$ cat config.mk
export PLATFORM = sky130hd
export DESIGN_NAME = if_fetch_stage_flat
export DESIGN_NICKNAME = d
export VERILOG_FILES = /design/src/rtl/if_pkg.sv /design/src/rtl/if_fetch_stage_if.sv /design/src/rtl/if_resume_reg.sv /design/src/rtl/if_fetch_stage.sv /design/src/flat_wrapper.sv
export SDC_FILE = /design/constraint.sdc
export NUM_CORES = 1
export LEC_CHECK = 0
export BUFFER_PORTS_ARGS = -buffer_cell sky130_fd_sc_hd__buf_2
export CAP_MARGIN = 10
export CORE_ASPECT_RATIO = 1.25
export CORE_UTILIZATION = 39
export DETAILED_ROUTE_END_ITERATION = 8
export GPL_ROUTABILITY_DRIVEN = 0
export HOLD_SLACK_MARGIN = 0.02
export MAX_ROUTING_LAYER = met4
export PLACE_DENSITY = 0.69
export SKIP_CTS_REPAIR_TIMING = 1
export SYNTH_ARGS = -nofsm -noshare
export SYNTH_HDL_FRONTEND = slang
export SYNTH_SLANG_ARGS = --single-unit
$ cat constraint.sdc
create_clock -name clk -period 4.5 [get_ports clk]
set_clock_uncertainty 0.1 [all_clocks]
set_input_delay 0.9 -clock clk [delete_from_list [all_inputs] [get_ports clk]]
set_output_delay 0.9 -clock clk [all_outputs]
set_load 0.01 [all_outputs]
$ cat src/rtl/if_pkg.sv
// Shared types and constants for the MIPS instruction-fetch stage.
// Revision 1.0 - initial release.
`default_nettype none

package if_pkg;

  typedef enum logic [1:0] {
    IDLE = 2'd0,
    REQ  = 2'd1,
    HOLD = 2'd2
  } fetch_state_e;

  localparam logic [5:0]  OPC_J      = 6'h2;
  localparam logic [5:0]  OPC_RESUME = 6'h3;
  localparam logic [31:0] INST_NOP   = 32'h0000_0000;

  function automatic logic [31:0] word_align(input logic [31:0] addr);
    return {addr[31:2], 2'b00};
  endfunction

endpackage

`default_nettype wire

$ cat src/rtl/if_fetch_stage_if.sv
// Fetch-stage bundle: instruction-memory handshake plus the jump-decoder links.
// Revision 1.0 - initial release.
`default_nettype none

interface if_fetch_stage_if;

  logic        imem_req;
  logic [31:0] imem_addr;
  logic        imem_valid;
  logic [31:0] imem_rdata;
  logic        stall;
  logic        pc_src;
  logic [31:0] jmp_addr;
  logic [31:0] inst;
  logic        inst_valid;
  logic [31:0] pc_plus4;
  logic [31:0] resume_addr;

  modport master (
    output imem_req, imem_addr, inst, inst_valid, pc_plus4, resume_addr,
    input  imem_valid, imem_rdata, stall, pc_src, jmp_addr
  );

  modport slave (
    input  imem_req, imem_addr, inst, inst_valid, pc_plus4, resume_addr,
    output imem_valid, imem_rdata, stall, pc_src, jmp_addr
  );

endinterface

`default_nettype wire

$ cat src/rtl/if_resume_reg.sv
// Resume-address register: captures pc_plus4 when a J instruction is taken.
// Revision 1.0 - initial release.
`default_nettype none

module if_resume_reg #(
  parameter logic [31:0] RESET_PC = 32'h0000_0000
) (
  input  wire logic        clk,
  input  wire logic        reset,
  input  wire logic        capture_en_i,
  input  wire logic [31:0] pc_plus4_i,
  output logic [31:0]      resume_addr_o
);

  logic [31:0] resume_q;
  logic [31:0] resume_d;

  always_comb begin
    resume_d = resume_q;
    if (capture_en_i) begin
      resume_d = pc_plus4_i;
    end
  end

  always_ff @(posedge clk) begin
    if (reset) begin
      resume_q <= RESET_PC;
    end else begin
      resume_q <= resume_d;
    end
  end

  assign resume_addr_o = resume_q;

endmodule

`default_nettype wire

$ cat src/rtl/if_fetch_stage.sv
// MIPS instruction-fetch stage: PC owner, imem req/valid master, feeds jump decode.
// Optional resume register selected by macro IF_RESUME_REG_EN. Revision 1.0.
`default_nettype none

module if_fetch_stage
  import if_pkg::*;
#(
  parameter logic [31:0] RESET_PC = 32'h0000_0000
) (
  input  wire logic          clk,
  input  wire logic          reset,
  if_fetch_stage_if.master   bus
);

  fetch_state_e state_q, state_d;
  logic [31:0]  pc_q, pc_d;
  logic [31:0]  pc_plus4_q, pc_plus4_d;
  logic [31:0]  inst_q, inst_d;
  logic         inst_valid_q, inst_valid_d;
  logic         req_q, req_d;

  always_comb begin
    state_d      = state_q;
    pc_d         = pc_q;
    pc_plus4_d   = pc_plus4_q;
    inst_d       = inst_q;
    inst_valid_d = inst_valid_q;
    req_d        = req_q;
    unique case (state_q)
      IDLE: begin
        state_d = REQ;
        req_d   = 1'b1;
      end
      REQ: begin
        if (bus.imem_valid) begin
          inst_d       = bus.imem_rdata;
          inst_valid_d = 1'b1;
          req_d        = 1'b0;
          state_d      = HOLD;
        end
      end
      HOLD: begin
        if (!bus.stall) begin
          // Request flag is registered so the next fetch issues in the following REQ cycle.
          pc_d         = bus.pc_src ? word_align(bus.jmp_addr) : pc_q + 32'd4;
          pc_plus4_d   = pc_d + 32'd4;
          inst_d       = INST_NOP;
          inst_valid_d = 1'b0;
          req_d        = 1'b1;
          state_d      = REQ;
        end
      end
      default: begin
        state_d = IDLE;
        req_d   = 1'b0;
      end
    endcase
  end

  always_ff @(posedge clk) begin
    if (reset) begin
      state_q      <= IDLE;
      pc_q         <= RESET_PC;
      pc_plus4_q   <= RESET_PC + 32'd4;
      inst_q       <= INST_NOP;
      inst_valid_q <= 1'b0;
      req_q        <= 1'b0;
    end else begin
      state_q      <= state_d;
      pc_q         <= pc_d;
      pc_plus4_q   <= pc_plus4_d;
      inst_q       <= inst_d;
      inst_valid_q <= inst_valid_d;
      req_q        <= req_d;
    end
  end

  assign bus.imem_req   = req_q;
  assign bus.imem_addr  = pc_q;
  assign bus.inst       = inst_q;
  assign bus.inst_valid = inst_valid_q;
  assign bus.pc_plus4   = pc_plus4_q;

`ifdef IF_RESUME_REG_EN
  logic capture_en;

  assign capture_en = (state_q == HOLD) && !bus.stall && bus.pc_src
                      && (inst_q[31:26] == OPC_J);

  if_resume_reg #(
    .RESET_PC (RESET_PC)
  ) u_resume_reg (
    .clk           (clk),
    .reset         (reset),
    .capture_en_i  (capture_en),
    .pc_plus4_i    (pc_plus4_q),
    .resume_addr_o (bus.resume_addr)
  );
`else
  assign bus.resume_addr = RESET_PC;
`endif

endmodule

`default_nettype wire

$ cat src/flat_wrapper.sv
// flat-port wrapper written by rule: the top's interface ports become plain ports
module if_fetch_stage_flat import if_pkg::*;
#(
  parameter logic [31:0] RESET_PC = 32'h0000_0000
)
  (clk, reset, bus_imem_req, bus_imem_addr, bus_inst, bus_inst_valid, bus_pc_plus4, bus_resume_addr, bus_imem_valid, bus_imem_rdata, bus_stall, bus_pc_src, bus_jmp_addr);
  if_fetch_stage_if bus_i ();
  input  wire logic clk;
  input  wire logic reset;
  output wire logic [$bits(bus_i.imem_req)-1:0] bus_imem_req;
  output wire logic [$bits(bus_i.imem_addr)-1:0] bus_imem_addr;
  output wire logic [$bits(bus_i.inst)-1:0] bus_inst;
  output wire logic [$bits(bus_i.inst_valid)-1:0] bus_inst_valid;
  output wire logic [$bits(bus_i.pc_plus4)-1:0] bus_pc_plus4;
  output wire logic [$bits(bus_i.resume_addr)-1:0] bus_resume_addr;
  input wire logic [$bits(bus_i.imem_valid)-1:0] bus_imem_valid;
  input wire logic [$bits(bus_i.imem_rdata)-1:0] bus_imem_rdata;
  input wire logic [$bits(bus_i.stall)-1:0] bus_stall;
  input wire logic [$bits(bus_i.pc_src)-1:0] bus_pc_src;
  input wire logic [$bits(bus_i.jmp_addr)-1:0] bus_jmp_addr;
  assign bus_imem_req = bus_i.imem_req;
  assign bus_imem_addr = bus_i.imem_addr;
  assign bus_inst = bus_i.inst;
  assign bus_inst_valid = bus_i.inst_valid;
  assign bus_pc_plus4 = bus_i.pc_plus4;
  assign bus_resume_addr = bus_i.resume_addr;
  assign bus_i.imem_valid = bus_imem_valid;
  assign bus_i.imem_rdata = bus_imem_rdata;
  assign bus_i.stall = bus_stall;
  assign bus_i.pc_src = bus_pc_src;
  assign bus_i.jmp_addr = bus_jmp_addr;
  if_fetch_stage #(.RESET_PC(RESET_PC)) u_core (.clk(clk), .reset(reset), .bus(bus_i));
endmodule
# Word-level counts from Yosys, hierarchy flattened
# Cells that the tools add are included.
dict set report word_totals {
  reg_bits 100
  in_bits 69
  out_inout_bits 130
  wordCells 31
}
dict set report op_classes {
  add_sub_neg 2
  n_eq_ne 4
  mux 13
  n_bitwise 1
  n_reduce_logical 5
}
# op count
set ops {}
lappend ops {{$mux 32} 3}
lappend ops {{$add 32x3->32 const B} 2}
lappend ops {{$pmux 32 s2} 1}
lappend ops {{$pmux 2 s3} 1}
lappend ops {{$mux 1} 4}
lappend ops {{$mux 2} 2}
lappend ops {{$ne 2x2->1 const B} 2}
lappend ops {{$reduce_and 2->1} 2}
lappend ops {{$pmux 1 s3} 1}
lappend ops {{$reduce_and 3->1} 1}
lappend ops {{$eq 2x1->1 const B} 1}
lappend ops {{$eq 2x2->1 const B} 1}
lappend ops {{$logic_not 2->1} 1}
lappend ops {{$pmux 1 s2} 1}
lappend ops {{$reduce_bool 2->1} 1}
lappend ops {{$not 1->1} 1}

# Logic depth before layout (Yosys ltp)
# Gate-level depths: netlist of run 1.
dict set report logic_depth {
  depth_word 3
  mapped_depth 14
  mapped_depth_nobuf 10
}

# Worst setup path before layout of run 1
# Ideal clock, no wire load.
dict set report synth_path {
  path_kind {input-to-reg}
  start {in bus_pc_src}
  end {reg u_core.pc_plus4_q[30], in the netlist u_core.bus.pc_plus4[30]}
  setup_ns 0.091
  t_arrival_ns 4.083
  required_ns 4.309
  path_slack_ns 0.226
  path_stages 13
  path_buffers 5
  cell_sequence {buf_2 buf_1 buf_1 clkbuf_1 clkbuf_1 mux2_2 ha_1 and3_1 o221ai_1 nor3_1 nand4_1 or3_1 a311oi_1}
}
dict set report synth_via {
  elab_chain_len 2
}
# item line_no
set synth_rtl {}
lappend synth_rtl {{start: declaration} flat_wrapper.sv:19} ;# input wire logic [$bits(bus_i.pc_src)-1:0] bus_pc_src;
lappend synth_rtl {{$mux 32} if_fetch_stage.sv:45} ;# pc_d = bus.pc_src ? word_align(bus.jmp_addr) : pc_q + 32'd4;
lappend synth_rtl {{$add 32x3->32} if_fetch_stage.sv:46} ;# pc_plus4_d = pc_d + 32'd4;
lappend synth_rtl {{end signal: assignment} if_fetch_stage.sv:64} ;# pc_plus4_q <= RESET_PC + 32'd4;
lappend synth_rtl {{end signal: assignment} if_fetch_stage.sv:71} ;# pc_plus4_q <= pc_plus4_d;
lappend synth_rtl {{end: declaration} if_fetch_stage.sv:17} ;# logic [31:0] pc_plus4_q, pc_plus4_d;
# No other way between the ends.
# A chain may end at the register's enable or synchronous reset.

# Final worst setup path of run 1
dict set report layout_path {
  start {reg u_core.pc_q[5], in the netlist u_core.bus.imem_addr[5]}
  end {reg u_core.pc_plus4_q[31], in the netlist u_core.bus.pc_plus4[31]}
}
dict set report layout_via {
  elab_chain_len 3
}
# item line_no
set layout_rtl {}
lappend layout_rtl {{start: declaration} if_fetch_stage.sv:16} ;# logic [31:0] pc_q, pc_d;
lappend layout_rtl {{start signal: assignment} if_fetch_stage.sv:70} ;# pc_q <= pc_d;
lappend layout_rtl {{$add 32x3->32} if_fetch_stage.sv:45}
lappend layout_rtl {{$mux 32} if_fetch_stage.sv:45}
lappend layout_rtl {{$add 32x3->32} if_fetch_stage.sv:46}
# No other way between the ends.

==> flow_summary.json, run 1 <==
{
  "crit_family": "simple AND/OR/NAND/NOR gates",
  "core_area_sq_um": 12800,
  "fill_cells": 1312,
  "grt_max_degree": 54,
  "cts_buffers": 9,
  "via_per_inst": 5.22,
  "max_stage_delay_ns": 0.62,
  "setup_viol": 0,
  "timing.fmax_mhz": 249,
  "dieHeight_um": 131,
  "clk_latency_ns": 0.34,
  "synth_top_family_by_area": "simple AND/OR/NAND/NOR gates",
  "firstDrtPassIters": 4,
  "yosys.area_share.xor_xnor_pct": 5.39,
  "drt-total-wl_mm": 13.9,
  "fin_tns_setup_ns": 0,
  "crit_path_start_kind": "flop",
  "clock-sinks": 95,
  "drt_iter0_drc": 325,
  "ios": 199,
  "synth_compound_area_share_pct": 20.7,
  "fin_nets": 874,
  "netlist_instances": 660,
  "syn2layout_area_growth_pct": 21.8,
  "hold_depth": 2,
  "rows": 46,
  "ys_seq_area_share_pct": 36.6,
  "antenna_cells": 0,
  "final-hold-violation-count": 0,
  "dpl_worst_slack_ns": 0.479,
  "placedInstanceArea_sq_um": 6040,
  "port-buffer-count": 160,
  "utilization_pct": 49.4,
  "drive_gt1_share_pct": 27.0,
  "fp.dieW_um": 105,
  "cts_root_buffer": "clkbuf_16",
  "period_needed_ns": 4.01,
  "synth.distinct_cells": 62,
  "holdCritStartpoint": "u_core.bus.pc_plus4[2]$_SDFFE_PP1P_",
  "synth_fa_ha_area_share_pct": 0.481,
  "synth-simple-area-share_pct": 25.9,
  "syn_avg_cell_area_sq_um": 7.88,
  "reg2reg_depth": 8,
  "setup_ws_ns": 0.488,
  "relSlewSlack_pct": 37.5,
  "grt_first_pass_wirelength_mm": 22.5,
  "ir_drop_mv": 0.157,
  "ant_nets": 0,
  "routedWlPerCell_um": 14.3,
  "maxCapViolations": 0,
  "rsz0062_at_grt": "no",
  "crit_fanout": 13,
  "grt_pass1_vias": 4518,
  "r2r_start": "u_core.bus.imem_addr[5]$_SDFFE_PP0P_",
  "yosysWarnings": 0,
  "start_util_pct": 40.5,
  "worst_pin_slew_ns": 0.936,
  "finalCritPeriodShare_pct": 89.1,
  "die-area_sq_um": 13800,
  "path_depth": 8,
  "yosys_most_used_dff": "dfxtp_1",
  "async_flop_share_pct": 0,
  "clock_path_buffers": 2,
  "synth_area_sq_um": 5200,
  "cp_slowest_cell": "or4_4",
  "grt_overflow": 0,
  "antenna_found_initial": 0,
  "cp_cell_sequence": "nand3_2, or4_4, a221oi_4, or4b_4, nor4b_4, nand4_2, or4_1, a311oi_1",
  "p_leak_uw": 0.00266,
  "vias": 5095,
  "powerDensity_nw_per_um2": 299,
  "endpoint_kind": "flop",
  "ys_ff_latch": 95,
  "setup.worst_path.start": "u_core.bus.imem_addr[5]$_SDFFE_PP0P_",
  "critPathArrivalTime_ns": 4.17,
  "grt.total_usage_pct": 20.8,
  "tritoncts": "done",
  "status": "completed",
  "cp_data_required_time_ns": 4.65,
  "cts_max_level": 3,
  "synth-edff-count": 0,
  "cp.buffers_inverters": 0,
  "dp_hpwl_mm": 10.2,
  "crit_type": "flop to flop",
  "hp-class": "flop to flop",
  "synth.mux.area_fraction_pct": 1.61,
  "final_max_slew_viol_count": 0,
  "cts.clk_slew.worst_paths_ns": 0.07,
  "drc": 0,
  "fin_area_sq_um": 6330
}
## worst reg2reg max path, delay by kind of cell (launching register included)
| kind | cells | cell delay [ns] |
|---|---|---|
| compound gates | 2 | 0.62 |
| simple gates | 6 | 2.72 |
| flops | 1 | 0.49 |
## sequential cells by signal, summed over array words and instances, names as in the netlist
signal,count
u_core.bus.inst,32
u_core.bus.imem_addr,30
u_core.bus.pc_plus4,30
u_core.state_q,2
u_core.bus.inst_valid,1
## cell usage after synthesis (all sizes together) (3+ instances only)
library cell    n  area share, %
a31oi           7           0.84
mux2i           5           0.96
dfxtp          95             37
nand3          20            2.0
and2            4           0.48
o211ai          3           0.43
and4            9            1.6
nor2          108            7.8
xnor2          15            2.5
or4             5           0.79
a22oi          32            4.6
o31ai          10            1.4
clkbuf         33            2.4
nor3           11            1.2
xor2           17            2.9
o21ai          13            1.3
a211oi         21            3.0
nor2b           3           0.36
nand4          10            1.6
inv             9           0.65
a21oi          40            3.8
buf            48            6.3
nand2b          8           0.96
mux2            3           0.65
nor4            8           0.96
o31a            5           0.89
and3            4           0.48
nand2          72            5.2
o21a            6           0.87
a311oi          7            1.2
or3             8            1.1
## kinds of logic (layout without fill, tap and decap cells)
logic type               after synthesis  in the layout
AND/OR/NAND/NOR                      277            277
AO/OA/AOI/OAI                        155            155
flip-flops                            95             95
buffers and inverters                 90            203
XOR/XNOR                              32             32
multiplexers                           8              8
adder cells (fa/ha/maj)                2              2
other                                  1             36
## metal layers
metal	wire [um]	vias to the layer above	GRT usage [%]
met5	0	-	-
met1	6350	2308	27.3
met3	899	30	3.87
li1	-	2564	-
met2	6270	193	31.0
met4	395	0	9.08
## metrics by stage
stage,total power (uW),cells,hold slack [ns]
after global routing,1980,976,0.380
after CTS,1920,976,0.354
after floorplan,1080,695,0.367
after detailed placement,1150,960,0.344
final,1900,976,0.357
after global placement,1150,960,0.342
## cell usage in the layout (no fill, tap or decap), types with 5 or more instances in the layout
cell	count
xnor2_1	15
buf_2	160
o21a_1	6
nor2_1	106
conb_1	36
o21ai_0	13
buf_4	18
o31ai_1	10
inv_1	9
xor2_1	17
and4_1	7
a21oi_1	40
mux2i_1	5
nand4_1	8
a211oi_1	21
clkbuf_16	9
a31oi_1	7
nand2b_1	8
nor3_1	10
a311oi_1	7
nor4_1	8
dfxtp_1	95
nand3_1	19
nand2_1	72
a22oi_1	32
## power breakdown
group | total [uW] | leakage [uW] | internal [uW] | switching, uW
Sequential | 886 | 0.000770 | 867 | 18.5
Combinational | 248 | 0.00174 | 97.3 | 150
Clock | 763 | 0.000145 | 431 | 332
## worst paths after layout
check	end	slack, ns
max	u_core.bus.pc_plus4[31]$_SDFFE_PP0P_	0.49
min	u_core.bus.pc_plus4[2]$_SDFFE_PP1P_	0.36
max reg2reg	u_core.bus.pc_plus4[31]$_SDFFE_PP0P_	0.49
min reg2reg	u_core.bus.pc_plus4[2]$_SDFFE_PP1P_	0.36
## final cells by class
cell class,instances,area (sq um),area share [%]
timing repair buffer,178,936,14.8
tap,168,210,3.32
inverter,9,33.8,0.533
clock inverter,7,73.8,1.17
multi-input combinational,510,2950,46.6
sequential,95,1900,30.0
clock buffer,9,225,3.56
(Power assumes the default switching activity.)
==> run 2, diff against run 1 <==
PLACE_DENSITY = 0.68   (was 0.69)
SYNTH_HIERARCHICAL = 1   (was not set)
==> flow_summary.json, run 2 <==
{
  "setup_ws_ns": 0.730,
  "hold_depth": 2,
  "grt.total_usage_pct": 20.6,
  "ys_seq_area_share_pct": 35.8,
  "rows": 47,
  "finalCritPeriodShare_pct": 83.8,
  "cts.clk_slew.worst_paths_ns": 0.07,
  "holdCritStartpoint": "u_core/bus.pc_plus4[2]$_SDFFE_PP1P_",
  "setup_viol": 0,
  "netlist_instances": 666,
  "grt_overflow": 0,
  "cts_max_level": 3,
  "status": "completed",
  "syn_avg_cell_area_sq_um": 7.97,
  "dieHeight_um": 132,
  "ant_nets": 0,
  "relSlewSlack_pct": 28.2,
  "synth.distinct_cells": 65,
  "fp.dieW_um": 106,
  "powerDensity_nw_per_um2": 300,
  "reg2reg_depth": 10,
  "r2r_start": "u_core/bus.imem_addr[2]$_SDFFE_PP0P_",
  "crit_path_frequent_cell": "or4_1",
  "crit_family": "simple AND/OR/NAND/NOR gates",
  "grt_pass1_vias": 4517,
  "final_cell_mix": "buf_2, nor2_1, dfxtp_1, nand2_1, conb_1",
  "yosysTopAreaCell": "dfxtp_1",
  "grt_max_degree": 57,
  "fin_area_sq_um": 6390,
  "netlist.area_leader.share_pct": 35.8,
  "p_leak_uw": 0.00264,
  "timing.fmax_mhz": 265,
  "r2r_slack_ns": 0.73,
  "clock-sinks": 95,
  "max_stage_delay_ns": 0.67,
  "crit_type": "flop to flop",
  "synth-edff-count": 0,
  "clk_latency_ns": 0.34,
  "cts_buffers": 9,
  "largest_reg_flops": 32,
  "core_area_sq_um": 13200,
  "rsz0062_at_grt": "no",
  "firstDrtPassIters": 5,
  "critPathArrivalTime_ns": 3.92,
  "die-area_sq_um": 14100,
  "holdPathEnd": "u_core/bus.pc_plus4[2]$_SDFFE_PP1P_",
  "hp-class": "flop to flop",
  "dpl_worst_slack_ns": 0.566,
  "cts_root_buffer": "clkbuf_16",
  "cp.buffers_inverters": 1,
  "routedWlPerCell_um": 14.5,
  "clock_path_buffers": 2,
  "grt_first_pass_wirelength_mm": 22.7,
  "drt_iter0_drc": 308,
  "fin_nets": 874,
  "cp_data_required_time_ns": 4.65,
  "via_per_inst": 5.21,
  "crit_path_start_kind": "flop",
  "drc": 0,
  "synth.area.top_cells": "dfxtp_1, nor2_1, buf_4",
  "tritoncts": "done",
  "drt-total-wl_mm": 14.2,
  "yosys_most_used_dff": "dfxtp_1",
  "port-buffer-count": 160,
  "dp_hpwl_mm": 10.3,
  "antenna_cells": 0,
  "placedInstanceArea_sq_um": 6090,
  "ys_ff_latch": 95,
  "fin_tns_setup_ns": 0,
  "async_flop_share_pct": 0,
  "drive_gt1_share_pct": 26.9,
  "period_needed_ns": 3.77,
  "total_power_uw": 1920,
  "crit_fanout": 8,
  "start_util_pct": 40.1,
  "worst_pin_slew_ns": 1.08,
  "r2r-end": "u_core/bus.pc_plus4[31]$_SDFFE_PP0P_",
  "synth_area_sq_um": 5310,
  "antenna_found_initial": 0,
  "cp_slowest_cell": "or4_1",
  "synth_top_cells_by_count": "nor2_1, dfxtp_1, nand2_1, buf_4, a21oi_1",
  "final-hold-violation-count": 0,
  "layout_commonest_cell": "buf_2",
  "maxCapViolations": 0,
  "syn2layout_area_growth_pct": 20.4,
  "vias": 5100,
  "ios": 199,
  "cp_cell_sequence": "ha_1, nand3_2, or4_1, mux2_2, a221oi_1, buf_4, nor4_2, nand3_1, or4_1, a311oi_1",
  "ir_drop_mv": 0.168,
  "fill_cells": 1370,
  "final_max_slew_viol_count": 0,
  "yosysMostFrequentCell": "nor2_1",
  "endpoint_kind": "flop",
  "yosysWarnings": 6
}
## run 2: cell count changes after synthesis, sizes merged, moves of 6 or more
cell / previous run / this run
a21oi: 40 / 33
o21ai: 13 / 19
nor2: 108 / 121
xor2: 17 / 11
nand2: 72 / 56
nor3: 11 / 17
## run 2: metrics by stage
step	util [%]	hold WS (ns)	cells
floorplan	-	0.367	701
global placement	46.0	0.331	963
detailed placement	46.0	0.336	963
CTS	48.3	0.350	979
global route	48.3	0.369	979
finish	48.3	0.348	979
## run 2: area by class of cell
class	instances	area, sq um	share of cell area [%]
Clock inverter	7	78.8	1.23
Timing Repair Buffer	172	891	13.9
Inverter	9	33.8	0.529
Sequential cell	95	1900	29.8
Multi-Input combinational cell	516	3050	47.7
Tap cell	171	214	3.35
Clock buffer	9	225	3.52
## run 2: worst reg2reg max path, delay by kind of cell (launching register included)
family	cells	cell delay, ns
mux	1	0.28
buf+inv	1	0.19
flops	1	0.48
simple gates	5	2.03
fa+ha+maj	1	0.32
compound gates	2	0.29
## run 2: layer usage
| layer | wire length [um] | global-route usage (%) | vias up | part of all wire [%] |
|---|---|---|---|---|
| met5 | 0 | - | - | 0 |
| met4 | 187 | 6.25 | 0 | 1.3 |
| met3 | 895 | 4.53 | 13 | 6.3 |
| met2 | 6900 | 34.6 | 159 | 49 |
| met1 | 6240 | 24.5 | 2346 | 44 |
| li1 | - | - | 2582 | - |
## run 2: kinds of logic after synthesis
kind of cell             Yosys count  share of synthesized area (%)
AO/OA/AOI/OAI                    150                           20.1
XOR/XNOR                          29                           4.79
adder cells (fa/ha/maj)            2                          0.472
buffers and inverters             90                           9.34
flip-flops                        95                           35.8
multiplexers                       9                           1.82
other                              1                         0.0707
AND/OR/NAND/NOR                  290                           27.6
## run 2: power breakdown
group	leakage [uW]	internal, uW	switching (uW)
Clock	0.000139	437	349
Sequential	0.000770	867	19.3
Combinational	0.00173	95.3	150
Total	0.00264	1400	518
## run 2: how the worst max path moves through the flow
stage,startpoint,end,slack (ns),cells after the start
after global placement,bus_pc_src,u_core/bus.pc_plus4[31]$_SDFFE_PP0P_,0.63,9
after floorplan,bus_pc_src,u_core/bus.pc_plus4[30]$_SDFFE_PP0P_,0.38,13
after detailed placement,bus_pc_src,u_core/bus.pc_plus4[31]$_SDFFE_PP0P_,0.57,9
after CTS,u_core/bus.imem_addr[2]$_SDFFE_PP0P_,u_core/bus.pc_plus4[31]$_SDFFE_PP0P_,0.73,10
final,u_core/bus.imem_addr[2]$_SDFFE_PP0P_,u_core/bus.pc_plus4[31]$_SDFFE_PP0P_,0.73,10
after global routing,u_core/bus.imem_addr[2]$_SDFFE_PP0P_,u_core/bus.pc_plus4[31]$_SDFFE_PP0P_,0.47,10
